### src/rtl/serial_sub_pkg.sv
// Shared constants for the bit-serial subtractor: FSM state encoding and
// the counter-width helper.
package serial_sub_pkg;

   localparam logic [1:0] ST_IDLE  = 2'd0;
   localparam logic [1:0] ST_SHIFT = 2'd1;
   localparam logic [1:0] ST_DONE  = 2'd2;

   function automatic int clog2(input int value);
      int res;
      int v;
      res = 0;
      v   = value - 1;
      while (v > 0) begin
         res = res + 1;
         v   = v >> 1;
      end
      return res;
   endfunction

endpackage

### src/rtl/serial_subtractor_fullsub.sv
// 1-bit gate-level full subtractor: diff = a ^ b ^ b_in,
// b_out = (~a & b) | (~(a ^ b) & b_in).
module fullsub (
   output wire diff,
   output wire b_out,
   input  wire a,
   input  wire b,
   input  wire b_in
);

   wire a_x_b;
   wire a_n;
   wire axb_n;
   wire borrow_gen;
   wire borrow_prop;

   xor g_x1 (a_x_b, a, b);
   xor g_x2 (diff, a_x_b, b_in);
   not g_n1 (a_n, a);
   not g_n2 (axb_n, a_x_b);
   and g_a1 (borrow_gen, a_n, b);
   and g_a2 (borrow_prop, axb_n, b_in);
   or  g_o1 (b_out, borrow_gen, borrow_prop);

endmodule

### src/rtl/serial_subtractor.sv
// Bit-serial WIDTH-bit subtractor (diff = a - b - b_in), LSB first, with a
// start/busy/done handshake. SERIAL_SUB_OVERFLOW_EN adds a signed overflow flag.
//
// state    | meaning
// ST_IDLE  | waiting for start; operands captured when start=1
// ST_SHIFT | one bit per cycle through the full-subtractor cell
// ST_DONE  | one-cycle done pulse, result registers valid
module serial_subtractor
   import serial_sub_pkg::*;
#(
   parameter int WIDTH = 4
) (
   input  logic             clock,
   input  logic             reset,
   input  logic             start,
   input  logic [WIDTH-1:0] a,
   input  logic [WIDTH-1:0] b,
   input  logic             b_in,
   output logic             busy,
   output logic             done,
   output logic [WIDTH-1:0] diff,
   output logic             b_out
`ifdef SERIAL_SUB_OVERFLOW_EN
   ,
   output logic             overflow
`endif
);

   localparam int CW = clog2(WIDTH);

   logic [1:0]       state;
   logic [WIDTH-1:0] a_sr;
   logic [WIDTH-1:0] b_sr;
   logic [WIDTH-2:0] diff_sr;
   logic [WIDTH-2:0] diff_sr_next;
   logic             br;
   logic [CW-1:0]    cnt;
   logic             d;
   logic             br_next;
   logic             last;

   fullsub u_bit (
      .diff  (d),
      .b_out (br_next),
      .a     (a_sr[0]),
      .b     (b_sr[0]),
      .b_in  (br)
   );

   // Only the upper WIDTH-1 result bits need storage; the final bit comes
   // straight from the cell on the last shift.
   generate
      if (WIDTH > 2) begin : g_sr_wide
         assign diff_sr_next = {d, diff_sr[WIDTH-2:1]};
      end else begin : g_sr_narrow
         assign diff_sr_next = d;
      end
   endgenerate

   assign last = (cnt == CW'(WIDTH - 1));
   assign busy = (state != ST_IDLE);
   assign done = (state == ST_DONE);

   always_ff @(posedge clock) begin
      if (reset) begin
         state    <= ST_IDLE;
         a_sr     <= '0;
         b_sr     <= '0;
         diff_sr  <= '0;
         br       <= 1'b0;
         cnt      <= '0;
         diff     <= '0;
         b_out    <= 1'b0;
`ifdef SERIAL_SUB_OVERFLOW_EN
         overflow <= 1'b0;
`endif
      end else begin
         case (state)
            ST_IDLE: begin
               if (start) begin
                  a_sr    <= a;
                  b_sr    <= b;
                  br      <= b_in;
                  cnt     <= '0;
                  diff_sr <= '0;
                  state   <= ST_SHIFT;
               end
            end
            ST_SHIFT: begin
               a_sr    <= {1'b0, a_sr[WIDTH-1:1]};
               b_sr    <= {1'b0, b_sr[WIDTH-1:1]};
               br      <= br_next;
               diff_sr <= diff_sr_next;
               if (last) begin
                  diff     <= {d, diff_sr};
                  b_out    <= br_next;
`ifdef SERIAL_SUB_OVERFLOW_EN
                  // borrow into the MSB differs from borrow out of it
                  overflow <= br ^ br_next;
`endif
                  state    <= ST_DONE;
               end else begin
                  cnt <= cnt + CW'(1);
               end
            end
            ST_DONE: state <= ST_IDLE;
            default: state <= ST_IDLE;
         endcase
      end
   end

endmodule
### config.mk
export PLATFORM = sky130hd
export DESIGN_NAME = serial_subtractor
export DESIGN_NICKNAME = d
export VERILOG_FILES = /design/src/rtl/serial_sub_pkg.sv /design/src/rtl/serial_subtractor_fullsub.sv /design/src/rtl/serial_subtractor.sv
export SDC_FILE = /design/constraint.sdc
export NUM_CORES = 1
export LEC_CHECK = 0
export BUFFER_PORTS_ARGS = -buffer_cell sky130_fd_sc_hd__buf_2
export CAP_MARGIN = 20
export CORE_MARGIN = 1.5
export CORE_UTILIZATION = 55
export DETAILED_ROUTE_END_ITERATION = 6
export HOLD_SLACK_MARGIN = 0.06
export PLACE_DENSITY = 0.82
export SLEW_MARGIN = 15
export SYNTH_ARGS = -nofsm -noshare
export SYNTH_HDL_FRONTEND = slang
export SYNTH_SLANG_ARGS = --single-unit
### constraint.sdc
create_clock -name clock -period 3.75 [get_ports clock]
set_clock_uncertainty 0.2 [all_clocks]
set_input_delay 0 -clock clock [delete_from_list [all_inputs] [get_ports clock]]
set_output_delay 0 -clock clock [all_outputs]
set_load 0.02 [all_outputs]
# After elaboration in Yosys (flattened, before gate mapping)
# Cells that the tools add are included.
# Widths: inputs -> output; s select.
[word_totals] register_bits=21 in_bits=12
[classes] n_addsub=1 n_eq_ne=6 mux=14 bitwise_logic=7 n_reduce_logical=7
[ops] cell="$pmux 4 s2" n=2
[ops] cell="$mux 2" n=4
[ops] cell="$mux 4" n=2
[ops] cell="$pmux 2 s2" n=2
[ops] cell="$ne 2x2->1 const B" n=3
[ops] cell="$pmux 3 s2" n=1
[ops] cell="$reduce_and 2->1" n=3
[ops] cell="$eq 2x2->1 const B" n=2
[ops] cell="$reduce_bool 2->1" n=2
[ops] cell="$mux 3" n=1
[ops] cell="$reduce_and 3->1" n=1
[ops] cell="$add 2x1->2 const B" n=1
[ops] cell="$and 1x1->1" n=2
[ops] cell="$eq 2x1->1 const B" n=1
[ops] cell="$logic_not 2->1" n=1
[ops] cell="$not 1->1" n=2
[ops] cell="$pmux 1 s2" n=1
[ops] cell="$xor 1x1->1" n=2
[ops] cell="$mux 1" n=1
[ops] cell="$or 1x1->1" n=1

# Longest topological paths before layout
# Gate-level depths: netlist of run 1.
[depth] word_depth=5 depth_mapped=5

# Cells and area by module
# A second synthesis of run 1 with hierarchy kept.
[unflattened] cells_unflattened=102 area_unflattened_um2=933.4
[by_module_without_submodules] module="serial_subtractor" instances=1 cells_each=98 area_per_inst_um2=902.1 seq_area_each_um2=420.4
[by_module_without_submodules] module="fullsub" instances=1 cells_each=4 area_per_inst_um2=31.3 seq_area_each_um2=0.0

# Worst setup path before layout of run 1
# Ideal clock, no wire load.
[synth_timing] kind="reg2reg" startpoint="reg b_sr[0]" endpoint="reg br" setup_ns=0.066 arrival_ns=1.178 required_time_ns=3.484 setup_slack_ns=2.306 stages_incl_launch_ff=5 path_buffers=0 synth_period_minus_slack_ns=1.444 cell_sequence="dfxtp_1 > inv_1 > fa_1 > a221o_1 > a21oi_2"
[synth_via] elab_chain_len=5 word_cells_on_any_way=6 classes_between="1 x mux; 5 x bitwise"
[synth_rtl] item="start, declared" line="serial_subtractor.sv:33" text="logic [WIDTH-1:0] b_sr;"
[synth_rtl] item="start signal, assigned" line="serial_subtractor.sv:91" text="b_sr <= {1'b0, b_sr[WIDTH-1:1]};"
[synth_rtl] item="$xor 1x1->1" line="serial_subtractor_fullsub.sv:17" text="xor g_x1 (a_x_b, a, b);"
[synth_rtl] item="$not 1->1" line="serial_subtractor_fullsub.sv:20" text="not g_n2 (axb_n, a_x_b);"
[synth_rtl] item="$and 1x1->1" line="serial_subtractor_fullsub.sv:22" text="and g_a2 (borrow_prop, axb_n, b_in);"
[synth_rtl] item="$or 1x1->1 (*)" line="serial_subtractor_fullsub.sv:23" text="or g_o1 (b_out, borrow_gen, borrow_prop);"
[synth_rtl] item="$pmux 1 s2 (*)" line="serial_subtractor.sv:78" text="case (state)"
[synth_rtl] item="end signal, assigned" line="serial_subtractor.sv:83" text="br <= b_in;"
[synth_rtl] item="end signal, assigned" line="serial_subtractor.sv:92" text="br <= br_next;"
[synth_rtl] item="end, declared" line="serial_subtractor.sv:36" text="logic br;"
# Mark *: on every way between the ends. The rest lies on a longest branch, timed or not.
# A chain may end at the register's enable or synchronous reset.

# Worst setup path in the final report of run 1
[layout_timing] startpoint="reg state[0]" endpoint="reg a_sr[3]"
[layout_via] elab_chain_len=3 word_cells_on_any_way=6 classes_between="2 x eq/ne; 1 x mux; 3 x reduce/logical"
[layout_rtl] item="start, declared" line="serial_subtractor.sv:31" text="logic [1:0] state;"
[layout_rtl] item="start signal, assigned" line="serial_subtractor.sv:66" text="state <= ST_IDLE;"
[layout_rtl] item="start signal, assigned" line="serial_subtractor.sv:86" text="state <= ST_SHIFT;"
[layout_rtl] item="start signal, assigned" line="serial_subtractor.sv:101" text="state <= ST_DONE;"
[layout_rtl] item="$eq 2x1->1 / $logic_not 2->1 (equally long branches)" line="serial_subtractor.sv:78"
[layout_rtl] item="$reduce_bool 2->1 (no line) / $ne 2x2->1 (equally long branches)"
[layout_rtl] item="$reduce_and 2->1 (no line)"
[layout_rtl] item="end signal, assigned" line="serial_subtractor.sv:90" text="a_sr <= {1'b0, a_sr[WIDTH-1:1]};"
[layout_rtl] item="end, declared" line="serial_subtractor.sv:32" text="logic [WIDTH-1:0] a_sr;"
# Several ways; a longest one is shown, not always the timed one.

==> flow_metrics.env, run 1 <==
export IMPL_drtPass1Iterations=4
export IMPL_endpoint_kind="flop"
export IMPL_p_clk_share_pct=24.8
export IMPL_cts_root_buf="clkbuf_4"
export IMPL_dieHeight_um=44.23
export IMPL_grt_pass1_wl_um=3808
export IMPL_peakVddDrop_uv=219.7
export IMPL_worstMarginPinSlew_ns=0.6485
export IMPL_cts_tree="yes"
export IMPL_crit_fanout=16
export IMPL_ios=19
export IMPL_leakage_uw=0.0005147
export IMPL_route_antenna_remaining_nets=0
export IMPL_post_dp_hpwl_um=1419
export IMPL_die_w_um=44.23
export IMPL_max_stage_delay_ns=0.62
export IMPL_p_sw_uw=118.0
export IMPL_multi_input_area_um2=454.2
export IMPL_clock_latency_ns=0.30
export IMPL_worstPathBufferInverterCount=3
export IMPL_synth_area_leaders="dfxtp_1 (45%), a21oi_1 (5.4%), nor2_1 (5.2%)"
export IMPL_cts_buffers=3
export IMPL_grtUsageTotal_pct=26.94
export IMPL_antenna_found_initial=0
export IMPL_cp_arrival_ns=2.52
export IMPL_synth_top_area_share_pct=44.98
export IMPL_combPwrFrac_pct=18.9
export IMPL_area_growth_pct=32.80
export IMPL_h_tree_depth=1
export IMPL_die_area_um2=1956
export IMPL_relSlewSlack_pct=56.68
export IMPL_grt_pass1_vias=858
export IMPL_criticalPathCategory="reg2reg"
export IMPL_max_clock_path_buffers=2
export IMPL_finalHoldViolations=0
export IMPL_cap_violations=0
export IMPL_finalCritPeriodShare_pct=66.95
export IMPL_power_density_nw_per_um2=352.7
export IMPL_numPortBuffers=18
export IMPL_grt_max_degree=22
export IMPL_coreArea_um2=1541
export IMPL_synth_net_count=121
export IMPL_wirelength_um=2312
export IMPL_power_switching_share_pct=26.96
export IMPL_cts_num_sinks=21
export IMPL_drive_gt1_share_pct=18.88
export IMPL_setup_tns_ns=0
export IMPL_critPathSlowestCell="dfxtp_1"
export IMPL_crit_chain="inv_1 > nand3_1 > dlygate4sd3_1 > a21oi_1 > dlygate4sd3_1"
export IMPL_syn_area_um2=934.6
export IMPL_path_clk_slew_ns=0.11
export IMPL_yosysWarnings=0
export IMPL_status="completed"
export IMPL_setup_viol=0
export IMPL_ys_seq_area_share_pct=44.98
export IMPL_via_per_inst=5.673
export IMPL_post_cts_buffers=0
export IMPL_post_route_util_pct=80.52
export IMPL_critPathTopFamily="buffers and inverters"
export IMPL_synth_seq_cells=21
export IMPL_drcViolationCount=0
export IMPL_startpoint_type="flop"
export IMPL_wire_per_inst_um=14.54
export IMPL_final_nets=158
export IMPL_maxSlewViolCount=0
export IMPL_cp_common_cell="dlygate4sd3_1"
export IMPL_fmax_mhz=398.3
export IMPL_final_cell_mix="dfxtp_1 (21), dlygate4sd3_1 (21), buf_2 (18), nor2_1 (13), a21oi_1 (10)"
export IMPL_p_seq_share_pct=56.2
export IMPL_intPower_uw=319.7
export IMPL_hp_class="reg2reg"
export IMPL_netlist_cell_type_count=30
export IMPL_regArea_um2=420.4
export IMPL_netlist_instances=107
export IMPL_vias=902
export IMPL_avgSynthCellArea_um2=8.735
export IMPL_yosys_area_top_type="dfxtp_1"
export IMPL_drt_iter0_drc=26
export IMPL_rows=14
export IMPL_grt_overflow=0
export IMPL_start_util_pct=60.63
export IMPL_cp_required_ns=3.75
export IMPL_n_antenna_cell=0
export IMPL_gp_congestion=0.7728
export IMPL_rsz0062_at_grt="false"
export IMPL_period_minus_slack_ns=2.511
export IMPL_nFillCells=104
[final cells by class]
| class | instances | share of cell area [%] |
|---|---|---|
| Timing Repair Buffer | 39 | 24.19 |
| Multi-Input combinational cell | 74 | 36.59 |
| Inverter | 5 | 1.512 |
| Clock buffer | 3 | 1.815 |
| Sequential cell | 21 | 33.87 |
| Clock inverter | 1 | 0.4032 |
| Tap cell | 16 | 1.613 |
[final timing paths]
path / from / to / slack [ns] / cells past startpoint
setup / recovery: state[0] / a_sr[3] / 1.24 / 5
hold / removal: diff[1] / diff[1] / 0.27 / 2
setup reg to reg: state[0] / a_sr[3] / 1.24 / 5
hold reg to reg: diff[1] / diff[1] / 0.27 / 2
[Yosys cell counts]
master,count
buf_6,1
nand2_1,8
o22a_1,1
o21ba_2,1
o21ai_0,2
o21bai_1,1
a21oi_2,2
nand2b_1,2
nor2b_1,2
clkbuf_1,2
o2bb2ai_1,1
nor4b_1,1
nand3b_1,2
nor2_1,13
inv_1,5
o221a_2,2
dfxtp_1,21
a21oi_1,10
o22ai_1,4
or2b_1,1
a311oi_1,1
a31oi_1,2
ha_1,1
fa_1,1
buf_4,1
nand3_1,7
buf_2,3
a22oi_1,3
a211oi_1,5
a221o_1,1
[sequential cells by signal, indices dropped and copies added, names as in the netlist]
name     cells
a_sr         4
b_out        1
b_sr         4
br           1
cnt          2
diff         4
diff_sr      3
state        2
[metrics by stage]
stage	instances	instance area (um^2)	hold WS, ns	power [uW]	setup slack [ns]
global placement	134	1003	0.07009	306.2	2.012
finish	159	1241	0.2665	437.7	1.239
floorplan	107	934.6	-0.03686	294.7	2.306
detailed placement	134	1003	0.07875	309.8	1.870
global route	159	1241	0.2830	461.1	1.088
CTS	159	1241	0.2655	436.4	1.290
[worst reg2reg max path, cell delays in order (launching register included)]
cell and delay [ns]:
dfxtp_1 0.62, inv_1 0.29, nand3_1 0.12, dlygate4sd3_1 0.56, a21oi_1 0.06, dlygate4sd3_1 0.57
[routing by layer]
metal	up-vias	wire length [um]	global-route usage (%)
met4	0	42	9.091
li1	456	-	-
met2	31	1109	45.00
met5	-	0	0
met1	408	1043	34.79
met3	7	116	5.306
[repair_timing]
| action | 4_1_cts | 5_1_grt |
|---|---|---|
| gates resized for setup | 0 | 0 |
| hold buffers | 21 | 0 |
| endpoints found under the hold margin | 21 | 0 |
[cell families after synthesis]
logic type	Yosys count	share of synthesized area, %
AOI/OAI and AO/OA	36	26.91
adders and majority gates	2	3.480
buffers and inverters	12	6.426
DFF	21	44.98
and+or+nand+nor	36	18.21
[power by group through the flow]
stage / combinational, uW / sequential, uW / clock [uW]
after CTS: 80.1 / 246 / 111
after floorplan: 48.5 / 246 / 0
after detailed placement: 59.1 / 251 / 0
after global routing: 90.8 / 248 / 122
after global placement: 56.6 / 250 / 0
final: 82.8 / 246 / 109
Power figures use the tool's default switching activity.
==> run 2, diff against run 1 <==
--- a/config.mk
+++ b/config.mk
@@ -8,10 +8,10 @@
 export BUFFER_PORTS_ARGS = -buffer_cell sky130_fd_sc_hd__buf_2
 export CAP_MARGIN = 20
 export CORE_MARGIN = 1.5
-export CORE_UTILIZATION = 55
+export CORE_UTILIZATION = 52
 export DETAILED_ROUTE_END_ITERATION = 6
 export HOLD_SLACK_MARGIN = 0.06
-export PLACE_DENSITY = 0.82
+export PLACE_DENSITY = 0.78
 export SLEW_MARGIN = 15
 export SYNTH_ARGS = -nofsm -noshare
 export SYNTH_HDL_FRONTEND = slang
==> constraint.sdc (replaced) <==
create_clock -name clock -period 2.4 [get_ports clock]
set_clock_uncertainty 0.2 [all_clocks]
set_input_delay 0 -clock clock [delete_from_list [all_inputs] [get_ports clock]]
set_output_delay 0 -clock clock [all_outputs]
set_load 0.02 [all_outputs]
==> run 2 against run 1 <==
Non-clock buffer count increased by 1. Sequential share of layout area is 0.37 points lower. Register-to-register slack got worse by 1.1 ns. Clock power increased by 59%. Worst hold slack got worse by 0.0041 ns. Maximum frequency is 8.7% higher. Wire length decreased by 3.0%. Critical path depth is 1 higher.
==> flow_metrics.env, run 2 (synthesis results as in run 1) <==
export IMPL_multi_input_area_um2=454.2
export IMPL_period_minus_slack_ns=2.310
export IMPL_grt_pass1_wl_um=3422
export IMPL_peakVddDrop_uv=306.3
export IMPL_antenna_found_initial=0
export IMPL_design_area_um2=1259
export IMPL_regArea_um2=421.7
export IMPL_layout_commonest_cell="dfxtp_1"
export IMPL_grt_pass1_vias=783
export IMPL_numPortBuffers=18
export IMPL_drtPass1Iterations=4
export IMPL_h_tree_depth=1
export IMPL_coreArea_um2=1708
export IMPL_final_cell_mix="dfxtp_1 (20), dlygate4sd3_1 (19), buf_2 (18), nor2_1 (13), a21oi_1 (10)"
export IMPL_intPower_uw=503.5
export IMPL_final_nets=159
export IMPL_cts_tree="yes"
export IMPL_crit_fanout=15
export IMPL_dp_slack_ns=0.7410
export IMPL_criticalPathCategory="reg2reg"
export IMPL_cts_num_sinks=21
export IMPL_grt_overflow=0
export IMPL_finalCritPeriodShare_pct=96.24
export IMPL_route_antenna_remaining_nets=0
export IMPL_endpoint_kind="flop"
export IMPL_nFillCells=127
export IMPL_dieHeight_um=45.40
export IMPL_grtUsageTotal_pct=23.52
export IMPL_max_clock_path_buffers=2
export IMPL_power_density_nw_per_um2=546.6
export IMPL_clock_latency_ns=0.31
export IMPL_wire_per_inst_um=13.27
export IMPL_hp_class="reg2reg"
export IMPL_p_seq_share_pct=55.1
export IMPL_ios=19
export IMPL_rsz0062_at_grt="false"
export IMPL_path_clk_slew_ns=0.12
export IMPL_cap_violations=0
export IMPL_drive_gt1_share_pct=21.53
export IMPL_cts_root_buf="clkbuf_4"
export IMPL_power_switching_share_pct=26.82
export IMPL_relSlewSlack_pct=56.18
export IMPL_p_sw_uw=184.5
export IMPL_post_dp_hpwl_um=1353
export IMPL_die_w_um=45.40
export IMPL_finalWorstSetupSlack_ns=0.09014
export IMPL_maxSlewViolCount=0
export IMPL_vias=915
export IMPL_worstMarginPinSlew_ns=0.6560
export IMPL_stdcell_count=169
export IMPL_cts_buffers=3
export IMPL_area_growth_pct=34.67
export IMPL_gp_congestion=0.8565
export IMPL_n_antenna_cell=0
export IMPL_setup_viol=0
export IMPL_post_route_util_pct=73.70
export IMPL_cp_arrival_ns=2.31
export IMPL_combPwrFrac_pct=19.7
export IMPL_die_area_um2=2061
export IMPL_cp_required_ns=2.40
export IMPL_rows=15
export IMPL_p_clk_share_pct=25.2
export IMPL_post_dp_cell_area_um2=1022
export IMPL_start_util_pct=54.73
export IMPL_leakage_uw=0.0005134
export IMPL_reg_top3="a_sr (4), b_sr (4), diff (4)"
export IMPL_drt_iter0_drc=25
export IMPL_wirelength_um=2243
export IMPL_grt_max_degree=22
export IMPL_dp_cells=144
export IMPL_finalHoldViolations=0
export IMPL_fmax_mhz=432.9
export IMPL_setup_tns_ns=0
export IMPL_drcViolationCount=0
export IMPL_startpoint_type="flop"
export IMPL_via_per_inst=5.414
export IMPL_status="completed"
-- run 2: cell count changes in the layout (fill, tap and decap cells not counted), sizes merged --
cell and change:
buf +3, dlygate4sd3 -2, clkbuf +1, clkinv -1
clkinvlp +1, inv -1
-- run 2: per-layer routing --
layer / vias to the layer above / wire [um] / GRT usage, %
met2: 27 / 1130 / 39.44
li1: 457 / - / -
met5: - / 0 / 0
met1: 427 / 990 / 29.21
met3: 4 / 92 / 3.571
met4: 0 / 30 / 11.18
-- run 2: power groups by stage --
stage | clock (uW) | combinational (uW) | sequential (uW)
final | 173 | 136 | 379
after global routing | 191 | 148 | 381
after CTS | 172 | 127 | 379
after detailed placement | 0 | 98.6 | 387
after global placement | 0 | 94.9 | 386
after floorplan | 0 | 75.7 | 385
-- run 2: layout make-up --
cell class                      instances  area share, %
Clock buffer                            4          2.087
Inverter                                5          1.789
Multi-Input combinational cell         74          36.08
Sequential cell                        21          33.50
Tap cell                               25          2.485
Timing Repair Buffer                   40          24.06
-- run 2: final timing paths --
| kind | from | to | slack (ns) | cells after the start |
|---|---|---|---|---|
| max | state[0] | a_sr[3] | 0.09 | 6 |
| min reg2reg | diff[0] | diff[0] | 0.26 | 2 |
| min | diff[0] | diff[0] | 0.26 | 2 |
| max reg2reg | state[0] | a_sr[3] | 0.09 | 6 |
-- run 2: per-stage QoR --
step | hold WS, ns | power [uW]
after floorplan | -0.03686 | 460.5
after global placement | 0.07059 | 480.6
after detailed placement | 0.08819 | 485.3
after CTS | 0.2642 | 677.2
after global routing | 0.2850 | 720.3
final | 0.2624 | 688.0
-- run 2: critical path, stage by stage, from the launching register on --
cell,delay (ns)
dfxtp_1,0.34
buf_4,0.20
clkinvlp_4,0.16
nand3_1,0.09
dlygate4sd3_1,0.55
a21oi_1,0.07
dlygate4sd3_1,0.58
-- run 2: timing repair --
| action | 4_1_cts | 5_1_grt |
|---|---|---|
| gates resized for setup | 0 | 2 |
| buffers inserted | 0 | 2 |
| hold buffers | 19 | 0 |
| endpoints found under the hold margin | 21 | 0 |
| endpoints found under the setup margin | 0 | 2 |
==> run 3, diff against run 2 <==
--- a/config.mk
+++ b/config.mk
@@ -15,4 +15,5 @@
 export SLEW_MARGIN = 15
 export SYNTH_ARGS = -nofsm -noshare
 export SYNTH_HDL_FRONTEND = slang
+export SYNTH_HIERARCHICAL = 1
 export SYNTH_SLANG_ARGS = --single-unit
==> run 3 against run 2 <==
Clock power hardly changed. Synthesized cell count shrank 4.7%. Register-to-register slack better by 0.05 ns. Combinational power fell by 17%. Global-route usage shrank 2.8 points. Worst hold slack got worse by 0.0068 ns. Total power decreased by 3.7%. Via count decreased by 11%. Maximum frequency grew 2.3%. Critical path depth fell by 1. Design area fell by 0.40%. Sequential cell count unchanged. Critical endpoint is now b_sr[3]. Highest routed layer unchanged.
==> flow_metrics.env, run 3 <==
export IMPL_fmax_mhz=442.7
export IMPL_antenna_found_initial=0
export IMPL_synthArstFlopShare_pct=0
export IMPL_n_antenna_cell=0
export IMPL_cp_arrival_ns=2.26
export IMPL_ios=19
export IMPL_p_clk_share_pct=25.7
export IMPL_grtUsageTotal_pct=20.70
export IMPL_netlist_cell_type_count=25
export IMPL_whs_ns=0.2556
export IMPL_synth_seq_cells=21
export IMPL_nFillCells=102
export IMPL_total_power_uw=662.6
export IMPL_hold_depth=2
export IMPL_vias=817
export IMPL_hold_end="diff[1]"
export IMPL_cap_violations=0
export IMPL_syn_area_um2=933.4
export IMPL_numPortBuffers=18
export IMPL_cts_tree="yes"
export IMPL_status="completed"
export IMPL_combPwrFrac_pct=17.1
export IMPL_timing_rr_end="b_sr[3]"
export IMPL_route_antenna_remaining_nets=0
export IMPL_grt_max_degree=22
export IMPL_cts_num_sinks=21
export IMPL_synth_flop_cell="dfxtp_1"
export IMPL_finalCritPeriodShare_pct=94.11
export IMPL_post_dp_hpwl_um=1121
export IMPL_synth_mux_area_share_pct=8.579
export IMPL_synth_compound_area_share_pct=16.62
export IMPL_post_route_util_pct=73.41
export IMPL_p_sw_uw=169.9
export IMPL_power_density_nw_per_um2=528.5
export IMPL_final_nets=154
export IMPL_wirelength_um=1817
export IMPL_post_cts_buffers=0
export IMPL_hp_class="reg2reg"
export IMPL_rsz0062_at_grt="false"
export IMPL_die_area_um2=2058
export IMPL_regToRegSetupSlack_ns=0.14
export IMPL_drtPass1Iterations=4
export IMPL_synth_net_count=116
export IMPL_coreArea_um2=1708
export IMPL_drive_gt1_share_pct=18.71
export IMPL_dp_cells=138
export IMPL_wire_per_inst_um=11.08
export IMPL_path_clk_slew_ns=0.12
export IMPL_synth_most_common_cell="dfxtp_1"
export IMPL_cts_buffers=3
export IMPL_startpoint_type="flop"
export IMPL_cts_root_buf="clkbuf_4"
export IMPL_ys_seq_area_share_pct=45.04
export IMPL_relSlewSlack_pct=67.74
export IMPL_period_minus_slack_ns=2.259
export IMPL_setup_tns_ns=0
export IMPL_reg_top3="a_sr (4), b_sr (4), diff (4)"
export IMPL_via_per_inst=4.982
export IMPL_synthSimpleGateAreaFrac_pct=18.50
export IMPL_finalHoldViolations=0
export IMPL_synth_xor_area_share_pct=0
export IMPL_gp_congestion=0.7355
export IMPL_p_seq_share_pct=57.2
export IMPL_synth_common_cells="dfxtp_1 (21), nor2_1 (13), a21oi_1 (8), mux2i_1 (8)"
export IMPL_stdcell_count=164
export IMPL_netlist_instances=102
export IMPL_start_util_pct=54.65
export IMPL_synth_adder_area_share_pct=3.485
export IMPL_intPower_uw=492.7
export IMPL_worstMarginPinSlew_ns=0.4830
export IMPL_r2r_start="state[0]"
export IMPL_rows=15
export IMPL_synth_area_leaders="dfxtp_1 (45%), mux2i_1 (8.6%), a211oi_1 (5.6%)"
export IMPL_avgSynthCellArea_um2=9.151
export IMPL_yosys_area_top_type="dfxtp_1"
export IMPL_dieHeight_um=45.37
export IMPL_maxSlewViolCount=0
export IMPL_clock_latency_ns=0.30
export IMPL_endpoint_kind="flop"
export IMPL_yosysWarnings=6
export IMPL_h_tree_depth=1
export IMPL_synth_top_family_by_area="simple AND/OR/NAND/NOR gates"
export IMPL_drcViolationCount=0
export IMPL_cp_required_ns=2.41
export IMPL_synth_edf_count=0
export IMPL_criticalPathCategory="reg2reg"
export IMPL_max_clock_path_buffers=2
export IMPL_grt_overflow=0
export IMPL_synth_top_area_share_pct=45.04
export IMPL_holdCritStartpoint="diff[1]"
export IMPL_power_switching_share_pct=25.64
export IMPL_layout_commonest_cell="dlygate4sd3_1"
export IMPL_final_cell_mix="dlygate4sd3_1 (22), dfxtp_1 (20), buf_2 (18), nor2_1 (13)"
export IMPL_leakage_uw=0.0005255
export IMPL_grt_pass1_wl_um=3063
export IMPL_crit_fanout=13
export IMPL_drt_iter0_drc=15
export IMPL_peakVddDrop_uv=589.9
export IMPL_setup_viol=0
export IMPL_die_w_um=45.37
export IMPL_area_growth_pct=34.32
export IMPL_grt_pass1_vias=731
export IMPL_reg2reg_depth=5
==> run 3: changes by cell type in the layout (fill, tap and decap cells not counted), moves of 2 or more <==
cell,delta
mux2i_1,+8
dlygate4sd3_1,+3
a21oi_1,-2
o221a_2,-2
o22ai_1,-4
a21oi_2,-2
nand4bb_1,+2
a211oi_1,+2
nand2b_1,-2
buf_4,-2
==> run 3: final cells by class <==
class                   instances  area (um^2)  area share, %
well taps                      25        31.28          2.495
flip-flops and latches         21        421.7          33.63
clock inverters                 1        5.005         0.3992
clock buffers                   3        22.52          1.796
repair buffers                 41        317.8          25.35
multi-input cells              69        440.4          35.13
inverters                       4        15.01          1.198
==> run 3: worst max-delay path, stage by stage, from the launching register on <==
cell and delay (ns):
dfxtp_2 0.42, buf_4 0.24, nand4bb_1 0.14, dlygate4sd3_1 0.55
a21oi_1 0.06, dlygate4sd3_1 0.56
==> run 3: worst max-delay path by stage <==
| stage | from | to | depth (start not counted) |
|---|---|---|---|
| CTS | state[0] | a_sr[3] | 5 |
| floorplan | cnt[0] | cnt[0] | 5 |
| detailed placement | state[0] | b_sr[0] | 4 |
| finish | state[0] | b_sr[3] | 5 |
| global route | state[0] | a_sr[3] | 5 |
| global placement | cnt[0] | b_out | 4 |
==> run 3: kinds of logic (layout without fill, tap and decap cells) <==
family                     count (synthesis)  in the layout
DFF                                       21             21
buffers and inverters                     12             49
and+or+nand+nor                           35             35
muxes                                      8              8
AOI/OAI and AO/OA                         24             24
adders and majority gates                  2              2
==> run 3: per-layer routing <==
metal  global-route usage, %  routed length, um
met1                   27.54                848
met4                   6.471                 18
met2                   32.00                894
met5                       0                  0
met3                   6.400                 55
==> run 3: power groups by stage <==
stage / combinational, uW / clock [uW] / sequential, uW
final: 113 / 170 / 379
after detailed placement: 80.1 / 0 / 386
after floorplan: 69.0 / 0 / 382
after global routing: 126 / 192 / 382
after global placement: 78.2 / 0 / 385
after CTS: 112 / 175 / 378
==> run 3: through the flow <==
| stage | cell area [um^2] | setup WS (ns) |
|---|---|---|
| 6_report | 1254 | 0.1413 |
| 5_1_grt | 1254 | 0.05311 |
| 4_1_cts | 1252 | 0.04316 |
| 3_5_place_dp | 1005 | 0.7777 |
| 3_3_place_gp | 1005 | 0.8162 |
| 2_1_floorplan | 933.4 | 1.016 |
==> run 3: repair_timing <==
action,4_1_cts,5_1_grt
gates resized for setup,0,1
setup endpoints to repair,0,2
endpoints found under the hold margin,21,0
hold buffers,22,0
